==> src/rtl/uart_pkg.sv <==
// Shared definitions for the UART receive path.
// Contents: receiver FSM state encoding and 8N1 frame constants.
package uart_pkg;

   typedef enum logic [2:0] {
      IDLE,
      START,
      DATA,
      STOP,
      BREAK
   } rx_state_t;

   localparam int   DATA_BITS  = 8;
   localparam logic IDLE_LEVEL = 1'b1;

endpackage

==> src/rtl/receiver_char_r.sv <==
// char_r: character receiver for 8N1 serial frames, LSB first, idle high.
// Synchronizes the line, finds start bits, samples each bit mid-cell and
// checks the stop bit.
// Ports:
//   i_clk, i_rst : clock, synchronous active-high reset
//   i_baud       : one-cycle tick at OVERSAMPLE x bit rate
//   i_rx         : asynchronous serial line
//   o_char       : assembled byte, valid while o_done is high
//   o_done       : one-cycle pulse, good stop bit sampled
//   o_ferr       : one-cycle pulse, stop bit sampled low
module char_r
   import uart_pkg::*;
#(
   parameter int OVERSAMPLE = 16
) (
   input  logic                 i_clk,
   input  logic                 i_rst,
   input  logic                 i_baud,
   input  logic                 i_rx,
   output logic [DATA_BITS-1:0] o_char,
   output logic                 o_done,
   output logic                 o_ferr
);

   localparam int             TW       = $clog2(OVERSAMPLE);
   localparam logic [TW-1:0]  MID      = TW'(OVERSAMPLE/2 - 1);
   localparam logic [TW-1:0]  LAST     = TW'(OVERSAMPLE - 1);
   localparam logic [2:0]     LAST_BIT = 3'(DATA_BITS - 1);

   logic                 rx_m;
   logic                 rx_s;
   rx_state_t            state;
   rx_state_t            state_n;
   logic [TW-1:0]        tick_cnt;
   logic [TW-1:0]        tick_n;
   logic [2:0]           bit_idx;
   logic [2:0]           bit_n;
   logic                 sample_bit;
   logic                 stop_sample;
   logic [DATA_BITS-1:0] shift;

   // Two-flop synchronizer; preset to the idle level so reset never looks
   // like a start bit.
   always_ff @(posedge i_clk) begin
      if (i_rst) begin
         rx_m <= IDLE_LEVEL;
         rx_s <= IDLE_LEVEL;
      end else begin
         rx_m <= i_rx;
         rx_s <= rx_m;
      end
   end

   // State register
   always_ff @(posedge i_clk) begin
      if (i_rst) begin
         state    <= IDLE;
         tick_cnt <= '0;
         bit_idx  <= '0;
      end else begin
         state    <= state_n;
         tick_cnt <= tick_n;
         bit_idx  <= bit_n;
      end
   end

   // Data shift register carries no reset; a frame is only accepted after
   // all eight bits have been written.
   always_ff @(posedge i_clk) begin
      if (sample_bit) shift[bit_idx] <= rx_s;
   end

   // Next-state logic; all timing advances on baud ticks only.
   always_comb begin
      state_n    = state;
      tick_n     = tick_cnt;
      bit_n      = bit_idx;
      sample_bit = 1'b0;
      if (i_baud) begin
         case (state)
            IDLE: begin
               if (!rx_s) begin
                  state_n = START;
                  tick_n  = '0;
               end
            end
            START: begin
               if (tick_cnt == MID) begin
                  tick_n = '0;
                  if (rx_s) begin
                     state_n = IDLE;
                  end else begin
                     state_n = DATA;
                     bit_n   = '0;
                  end
               end else begin
                  tick_n = tick_cnt + 1'b1;
               end
            end
            DATA: begin
               if (tick_cnt == LAST) begin
                  sample_bit = 1'b1;
                  tick_n     = '0;
                  bit_n      = bit_idx + 3'd1;
                  if (bit_idx == LAST_BIT) state_n = STOP;
               end else begin
                  tick_n = tick_cnt + 1'b1;
               end
            end
            STOP: begin
               if (tick_cnt == LAST) begin
                  tick_n  = '0;
                  state_n = rx_s ? IDLE : BREAK;
               end else begin
                  tick_n = tick_cnt + 1'b1;
               end
            end
            BREAK: begin
               // Held-low line: wait for the line to return high so a
               // long break reports a single framing error.
               if (rx_s) state_n = IDLE;
            end
            default: state_n = IDLE;
         endcase
      end
   end

   // Outputs
   always_comb begin
      stop_sample = (state == STOP) && i_baud && (tick_cnt == LAST);
      o_done      = stop_sample && rx_s;
      o_ferr      = stop_sample && !rx_s;
      o_char      = shift;
   end

endmodule

==> src/rtl/receiver.sv <==
// receiver: UART receive stage with an 8N1 character receiver feeding a
// show-ahead receive FIFO.
// Ports:
//   i_clk, i_rst : clock, synchronous active-high reset
//   i_baud       : one-cycle tick at OVERSAMPLE x bit rate
//   i_rx         : asynchronous serial line, idle high
//   i_read       : pop the head byte; ignored when empty
//   o_D          : head byte of the FIFO, valid when o_empty=0
//   o_empty      : FIFO holds no bytes
//   o_full       : FIFO holds DEPTH bytes
//   o_frame_err  : one-cycle pulse, stop bit sampled low
//   o_overrun    : one-cycle pulse, good byte dropped because FIFO full
module receiver
   import uart_pkg::*;
#(
   parameter int OVERSAMPLE = 16,
   parameter int DEPTH      = 8
) (
   input  logic                 i_clk,
   input  logic                 i_rst,
   input  logic                 i_baud,
   input  logic                 i_rx,
   input  logic                 i_read,
   output logic [DATA_BITS-1:0] o_D,
   output logic                 o_empty,
   output logic                 o_full,
   output logic                 o_frame_err,
   output logic                 o_overrun
);

   localparam int          AW       = $clog2(DEPTH);
   localparam logic [AW:0] FULL_CNT = (AW+1)'(DEPTH);

   logic [DATA_BITS-1:0] char_val;
   logic                 done;
   logic                 ferr;
   logic [DATA_BITS-1:0] mem [DEPTH];
   logic [AW-1:0]        r_ptr;
   logic [AW-1:0]        w_ptr;
   logic [AW:0]          count;
   logic                 pop;
   logic                 push_ok;

   char_r #(
      .OVERSAMPLE (OVERSAMPLE)
   ) u_char (
      .i_clk  (i_clk),
      .i_rst  (i_rst),
      .i_baud (i_baud),
      .i_rx   (i_rx),
      .o_char (char_val),
      .o_done (done),
      .o_ferr (ferr)
   );

   // A push is accepted when there is room, or when a pop frees the head
   // slot in the same cycle (count then stays put, even when full).
   always_comb begin
      pop     = i_read && !o_empty;
      push_ok = done && (!o_full || pop);
   end

   always_ff @(posedge i_clk) begin
      if (i_rst) begin
         r_ptr       <= '0;
         w_ptr       <= '0;
         count       <= '0;
         o_frame_err <= 1'b0;
         o_overrun   <= 1'b0;
         for (int i = 0; i < DEPTH; i++) mem[i] <= '0;
      end else begin
         o_frame_err <= ferr;
         o_overrun   <= done && !push_ok;
         if (push_ok) begin
            mem[w_ptr] <= char_val;
            w_ptr      <= w_ptr + 1'b1;
         end
         if (pop) r_ptr <= r_ptr + 1'b1;
         case ({push_ok, pop})
            2'b10:   count <= count + 1'b1;
            2'b01:   count <= count - 1'b1;
            default: count <= count;
         endcase
      end
   end

   always_comb begin
      o_D     = mem[r_ptr];
      o_empty = (count == '0);
      o_full  = (count == FULL_CNT);
   end

endmodule

==> config.mk <==
export PLATFORM = sky130hd
export DESIGN_NAME = receiver
export DESIGN_NICKNAME = d
export VERILOG_FILES = /design/src/rtl/uart_pkg.sv /design/src/rtl/receiver_char_r.sv /design/src/rtl/receiver.sv
export SDC_FILE = /design/constraint.sdc
export NUM_CORES = 1
export LEC_CHECK = 0
export ABC_CLOCK_PERIOD_IN_PS = 3300
export CAP_MARGIN = 20
export CELL_PAD_IN_SITES_DETAIL_PLACEMENT = 1
export CELL_PAD_IN_SITES_GLOBAL_PLACEMENT = 2
export CORE_UTILIZATION = 42
export CTS_CLUSTER_SIZE = 24
export DETAILED_ROUTE_END_ITERATION = 8
export GPL_TIMING_DRIVEN = 0
export HOLD_SLACK_MARGIN = 0.03
export PLACE_DENSITY = 0.81
export SLEW_MARGIN = 5
export SYNTH_ARGS = -nofsm -noshare
export SYNTH_HDL_FRONTEND = slang
export SYNTH_SLANG_ARGS = --single-unit
==> constraint.sdc <==
create_clock -name i_clk -period 3.3 [get_ports i_clk]
set_clock_uncertainty 0.2 [all_clocks]
set_input_delay 0.495 -clock i_clk [delete_from_list [all_inputs] [get_ports i_clk]]
set_output_delay 0.495 -clock i_clk [all_outputs]
set_load 0.02 [all_outputs]
# Word-level counts from Yosys, hierarchy flattened

Memories as Yosys holds them, arrays and structs flattened. A register that Yosys moved wholly into a read port is not among the register bits.
Index checks and enable logic that the tools add are counted.

Memories: 1
Word-level logic and storage cells: 94
Bits of input ports: 5
Memory bits (writable): 64
Register bits after elaboration: 32
Bits in latches: 0
Memory bits (read-only): 0

Memory list:

| memory | words | bits a word | rd ports | clocked after memory_dff | wr ports | RTL line       | source |
|---|---|---|---|---|---|---|---|
| mem    | 8     | 8           | 1        | 1                        | 8        | receiver.sv:37 | `logic [DATA_BITS-1:0] mem [DEPTH];` |

$lt $le $gt $ge: 2
Multipliers: 0
Div/mod/pow operators: 0
Eq/ne operators: 17
Multiplexer cells: 34
Reduce and logical (&&, ||, !) cells: 23
Bitwise logic cells: 0
Shift-type cells: 0
$add $sub $neg: 6

Operators by type and width:

| kind                                                                         | count |
|---|---|
| 3-bit two-way mux                                                            | 13 |
| 3-bit case mux with 5 select lines                                           | 1 |
| 4-bit two-way mux                                                            | 3 |
| 4-bit case mux with 3 select lines                                           | 1 |
| 1-bit two-way mux                                                            | 10 |
| 2-bit by 1-bit inequality test with 1-bit output, second input constant      | 5 |
| 3-bit by 1-bit adder with 3-bit output, second input constant                | 3 |
| 4-bit by 1-bit adder with 4-bit output, second input constant                | 2 |
| 8-bit bitwise mux                                                            | 1 |
| 4-bit == test, second input constant                                         | 2 |
| 1-bit logical AND                                                            | 8 |
| 8-bit two-way mux                                                            | 1 |
| 4-bit case mux with 2 select lines                                           | 1 |
| 8-bit OR reduction                                                           | 1 |
| 7-bit AND reduction                                                          | 1 |
| 3-bit by 2-bit == test with 1-bit output, second input constant              | 2 |
| 3-bit == test, second input constant                                         | 2 |
| 3-bit case mux with 2 select lines                                           | 1 |
| 5-bit AND reduction                                                          | 1 |
| 4-bit by 3-bit == test with 1-bit output, second input constant              | 1 |
| 1-bit logical NOT                                                            | 4 |
| 4-bit logical NOT                                                            | 1 |
| 3-bit by 4-bit less-than comparator with 1-bit output, second input constant | 1 |
| 2-bit inequality test, second input constant                                 | 2 |
| 13 further kinds                                                             | 14 |

# Depth between registers and ports, before layout

Depth in word-level cells: 10
Mapped depth: 9
Mapped depth without buffers: 9

# Modules after synthesis

From an unflattened synthesis, not the netlist that was laid out.

Cell total of the unflattened synthesis: 354
Area total of the unflattened synthesis: 4439.3 µm²

By module, submodules not included:

| module   | area an instance (µm²) | seq. area each (µm²) | times used | cells an instance |
|---|---|---|---|---|
| receiver | 3529.6                 | 2222.1               | 1          | 266 |
| char_r   | 909.6                  | 480.5                | 1          | 88 |

# Worst setup path after synthesis

Ideal clock, no wire load.

Path type: register -> register
Start: register count[0]
End: register count[3]
Path slack: 0.654 ns
Library setup time: 0.121 ns
Cell stages (with the launch flop): 9
Required time: 2.979 ns
Arrival: 2.325 ns
Path buffers: 0
Period minus slack after synthesis: 2.646 ns
Path through: dfxtp_1 -> o41ai_4 -> a21o_1 -> inv_1 -> ha_1 -> a21o_1 -> a21oi_1 -> mux2i_1 -> mux2_2

Word-level cells in the longest chain between the ends: 7
Elaborated cells on any way between the ends: 13
Classes of those cells: add/sub: 2; eq/ne: 3; mux: 1; reduce/logical: 7

Ends and longest elaborated chain:

| item                                                                             | RTL line       | source |
|---|---|---|
| start: declaration                                                               | receiver.sv:40 | `logic [AW:0] count;` |
| start signal: assignment                                                         | receiver.sv:80 | `2'b10: count <= count + 1'b1;` |
| start signal: assignment                                                         | receiver.sv:81 | `2'b01: count <= count - 1'b1;` |
| start signal: assignment                                                         | receiver.sv:82 | `default: count <= count;` |
| 4-bit logical NOT                                                                | receiver.sv:89 | `o_empty = (count == '0);` |
| 1-bit logical NOT                                                                | receiver.sv:59 | `pop = i_read && !o_empty;` |
| 1-bit logical AND                                                                | receiver.sv:59 |  |
| 1-bit logical OR                                                                 | receiver.sv:60 | `push_ok = done && (!o_full \|\| pop);` |
| 1-bit logical AND                                                                | receiver.sv:60 |  |
| 2-bit by 1-bit == test with 1-bit output / 2-bit == test (equally long branches) | receiver.sv:79 | `case ({push_ok, pop})` |
| 4-bit case mux with 2 select lines / 2-bit nonzero test (equally long branches)  | n/a            |  |

Several ways; a longest one is shown, not always the timed one.
A chain may end at the register's enable or synchronous reset.

==> results.sh <==
export IMPL_cts_sinks=99
export IMPL_vias=2879
export IMPL_utilization=0.488
export IMPL_areaGrowthSynthToFinish_pct=11.3
export IMPL_placementRows=37
export IMPL_avgSynthCellArea_sq_um=12.4
export IMPL_start_util=0.438
export IMPL_fill_cells=1095
export IMPL_hold_slack_ns=0.222
export IMPL_synth_edff_count=72
export IMPL_place_ws_ns=-0.238
export IMPL_synth_area_leaders="edfxtp_1 (47%), dfxtp_1 (12%), mux4_2 (7.9%), nor2_1 (7.2%), mux2_2 (2.5%)"
export IMPL_power_leakage_nw=1.72
export IMPL_synth_top_area_cell="edfxtp_1"
export IMPL_multi_input_area_sq_um=1730
export IMPL_cts_hold_buf=0
export IMPL_ys_ff_latch=99
export IMPL_synth_cells=367
export IMPL_grt_start_max_net_pins=17
export IMPL_swShare=0.286
export IMPL_worstPathMaxFanout=10
export IMPL_status="completed"
export IMPL_synth_most_common_cell="nor2_1"
export IMPL_fin_area_sq_um=5080
export IMPL_cp_arrival_ns=2.48
export IMPL_fin_crit_ns=3.18
export IMPL_cts_buffer_depth=2
export IMPL_power_frac_seq=0.505
export IMPL_synth_cell_types=55
export IMPL_hold_start="u_char.rx_m"
export IMPL_grt_pass1_wl_um=16600
export IMPL_finalHoldViolCount=0
export IMPL_cap_violations=0
export IMPL_post_route_drc_count=0
export IMPL_viasPerCell=5.39
export IMPL_htreeDepth=3
export IMPL_pwr_share_comb=0.244
export IMPL_grt_pass1_vias=3110
export IMPL_yosysWarnings=0
export IMPL_place_congestion=0.769
export IMPL_setup_tns_ns=0
export IMPL_die_x_um=106
export IMPL_diodes=0
export IMPL_worstSetupEndpointType="primary output"
export IMPL_power_mw=2.89
export IMPL_power_density_nw_per_um2=568
export IMPL_hpwlAfterDp_um=7210
export IMPL_synth_nets=380
export IMPL_startpoint_type="flop"
export IMPL_ant_nets=0
export IMPL_power_share_clock=0.251
export IMPL_cts_tree="yes"
export IMPL_internal_power_mw=2.06
export IMPL_final_cells=534
export IMPL_min_path_type="reg2reg"
export IMPL_ir_drop_mv=0.335
export IMPL_rsz0062_at_grt="true"
export IMPL_fmax_mhz=315
export IMPL_grtUsageTotal=0.199
export IMPL_drt_pre_antenna_iters=4
export IMPL_cts_setup_buffers=0
export IMPL_setup_viol=0
export IMPL_wl_per_cell_um=19.0
export IMPL_layout_area_seq_sq_um=2700
export IMPL_synth_top_cells_by_count="nor2_1 (88), edfxtp_1 (72), dfxtp_1 (27)"
export IMPL_clk_pin_slew_ns=0.10
export IMPL_insertion_delay_ns=0.37
export IMPL_antenna_found_initial=0
export IMPL_critical_path_class="reg2out"
export IMPL_fin_ws_ns=0.124
export IMPL_wl_um=10200
export IMPL_yosysTopAreaCellShare=0.473
export IMPL_async_flop_share=0
export IMPL_drv_slew=0
export IMPL_layout_nets=406
export IMPL_portBuffers=16
export IMPL_ctsRootBufferMaster="clkbuf_8"
export IMPL_syn_area_sq_um=4570
export IMPL_dp_cells=519
export IMPL_synth_ff_type="edfxtp_1"
export IMPL_netSwitchingPower_mw=0.827
export IMPL_placedInstanceArea_sq_um=4900
export IMPL_synth_yosys_seq_area_share=0.592
export IMPL_worstMarginPinSlew_ns=1.03
export IMPL_worst_ep_required_time_ns=2.60
export IMPL_overflow=0
export IMPL_numCtsBuffers=9
export IMPL_num_io_pins=17
export IMPL_drive_above_1_share=0.161
export IMPL_die_h_um=106
export IMPL_dieArea_sq_um=11300
export IMPL_timing_rr_start="u_char.rx_s"
export IMPL_slew_headroom=0.311
export IMPL_first_iter_violations=101
export IMPL_finalCritPeriodShare=0.962
export IMPL_coreArea_sq_um=10400
==> cells by family after synthesis <==
family / Yosys count / share of synthesized area
flip-flops: 99 / 0.592
adder cells (fa/ha/maj): 8 / 0.0236
buffers and inverters: 29 / 0.0304
AND/OR/NAND/NOR: 156 / 0.165
multiplexers: 29 / 0.110
AO/OA/AOI/OAI: 40 / 0.0677
XOR/XNOR: 6 / 0.0115
==> per-layer routing <==
metal,GRT usage,vias up,part of all wire,wire length [um]
met5,0,-,0,0
met4,0.0655,0,0.012,126
met3,0.0239,9,0.016,161
met2,0.368,39,0.53,5400
met1,0.238,1448,0.44,4470
li1,-,1383,-,-
==> sequential cells by signal (all words and copies together), names as in the netlist, named ones only <==
name	count
mem	64
o_overrun	1
u_char.o_char	8
u_char.rx_s	1
count	4
u_char.rx_m	1
w_ptr	3
u_char.state	3
r_ptr	3
u_char.bit_idx	3
u_char.tick_cnt	4
o_frame_err	1
==> final timing paths <==
kind	cells past startpoint	slack (ns)	end
max reg2reg	5	0.19	mem[3][1]
max	5	0.12	o_D[0]
min reg2reg	1	0.22	u_char.rx_s
min	1	0.22	u_char.rx_s
==> power groups by stage <==
| stage | sequential (mW) | clock, mW | combinational [mW] |
|---|---|---|---|
| 3_5_place_dp | 1.48 | 0 | 0.715 |
| 5_1_grt | 1.47 | 0.773 | 0.769 |
| 4_1_cts | 1.46 | 0.738 | 0.723 |
| 2_1_floorplan | 1.47 | 0 | 0.494 |
| 3_3_place_gp | 1.48 | 0 | 0.693 |
| 6_report | 1.46 | 0.724 | 0.704 |
==> layout by cell type (no fill, tap or decap), drive strengths merged, types with 2 or more instances in the layout <==
cell type / count
a21oi: 12
nor4: 3
nor3: 5
ha: 7
xor2: 3
mux4: 16
or2: 2
nor2b: 3
a21o: 4
nand3b: 4
nand2b: 7
a211oi: 2
a21boi: 2
and4b: 2
or3: 2
buf: 13
nand4: 3
nor2: 88
clkdlybuf4s50: 16
or4b: 2
nor3b: 2
clkbuf: 17
mux2i: 2
edfxtp: 72
nand2: 24
dfxtp: 27
mux2: 11
clkinvlp: 2
nand3: 4
inv: 11
or3b: 2
o21bai: 8
xnor2: 3
==> final cells by class <==
class | count | share of cell area
multi-input combinational | 239 | 0.340
timing repair buffer | 16 | 0.0315
inverter | 9 | 0.00665
clock buffer | 11 | 0.0278
buffer | 19 | 0.0219
clock inverter | 5 | 0.00689
sequential | 99 | 0.532
tap | 136 | 0.0335
==> critical path, stage by stage (launching register included) <==
cell	delay, ns
dfxtp_1	0.32
buf_4	0.19
buf_6	0.21
mux4_2	0.56
mux2_2	0.28
clkdlybuf4s50_1	0.55
==> what timing repair did <==
action                                  in CTS  in global routing
pin swaps                                    0                  0
endpoints found under the setup margin       8                  9
gates resized for setup                      4                  2
(Power assumes the default switching activity.)
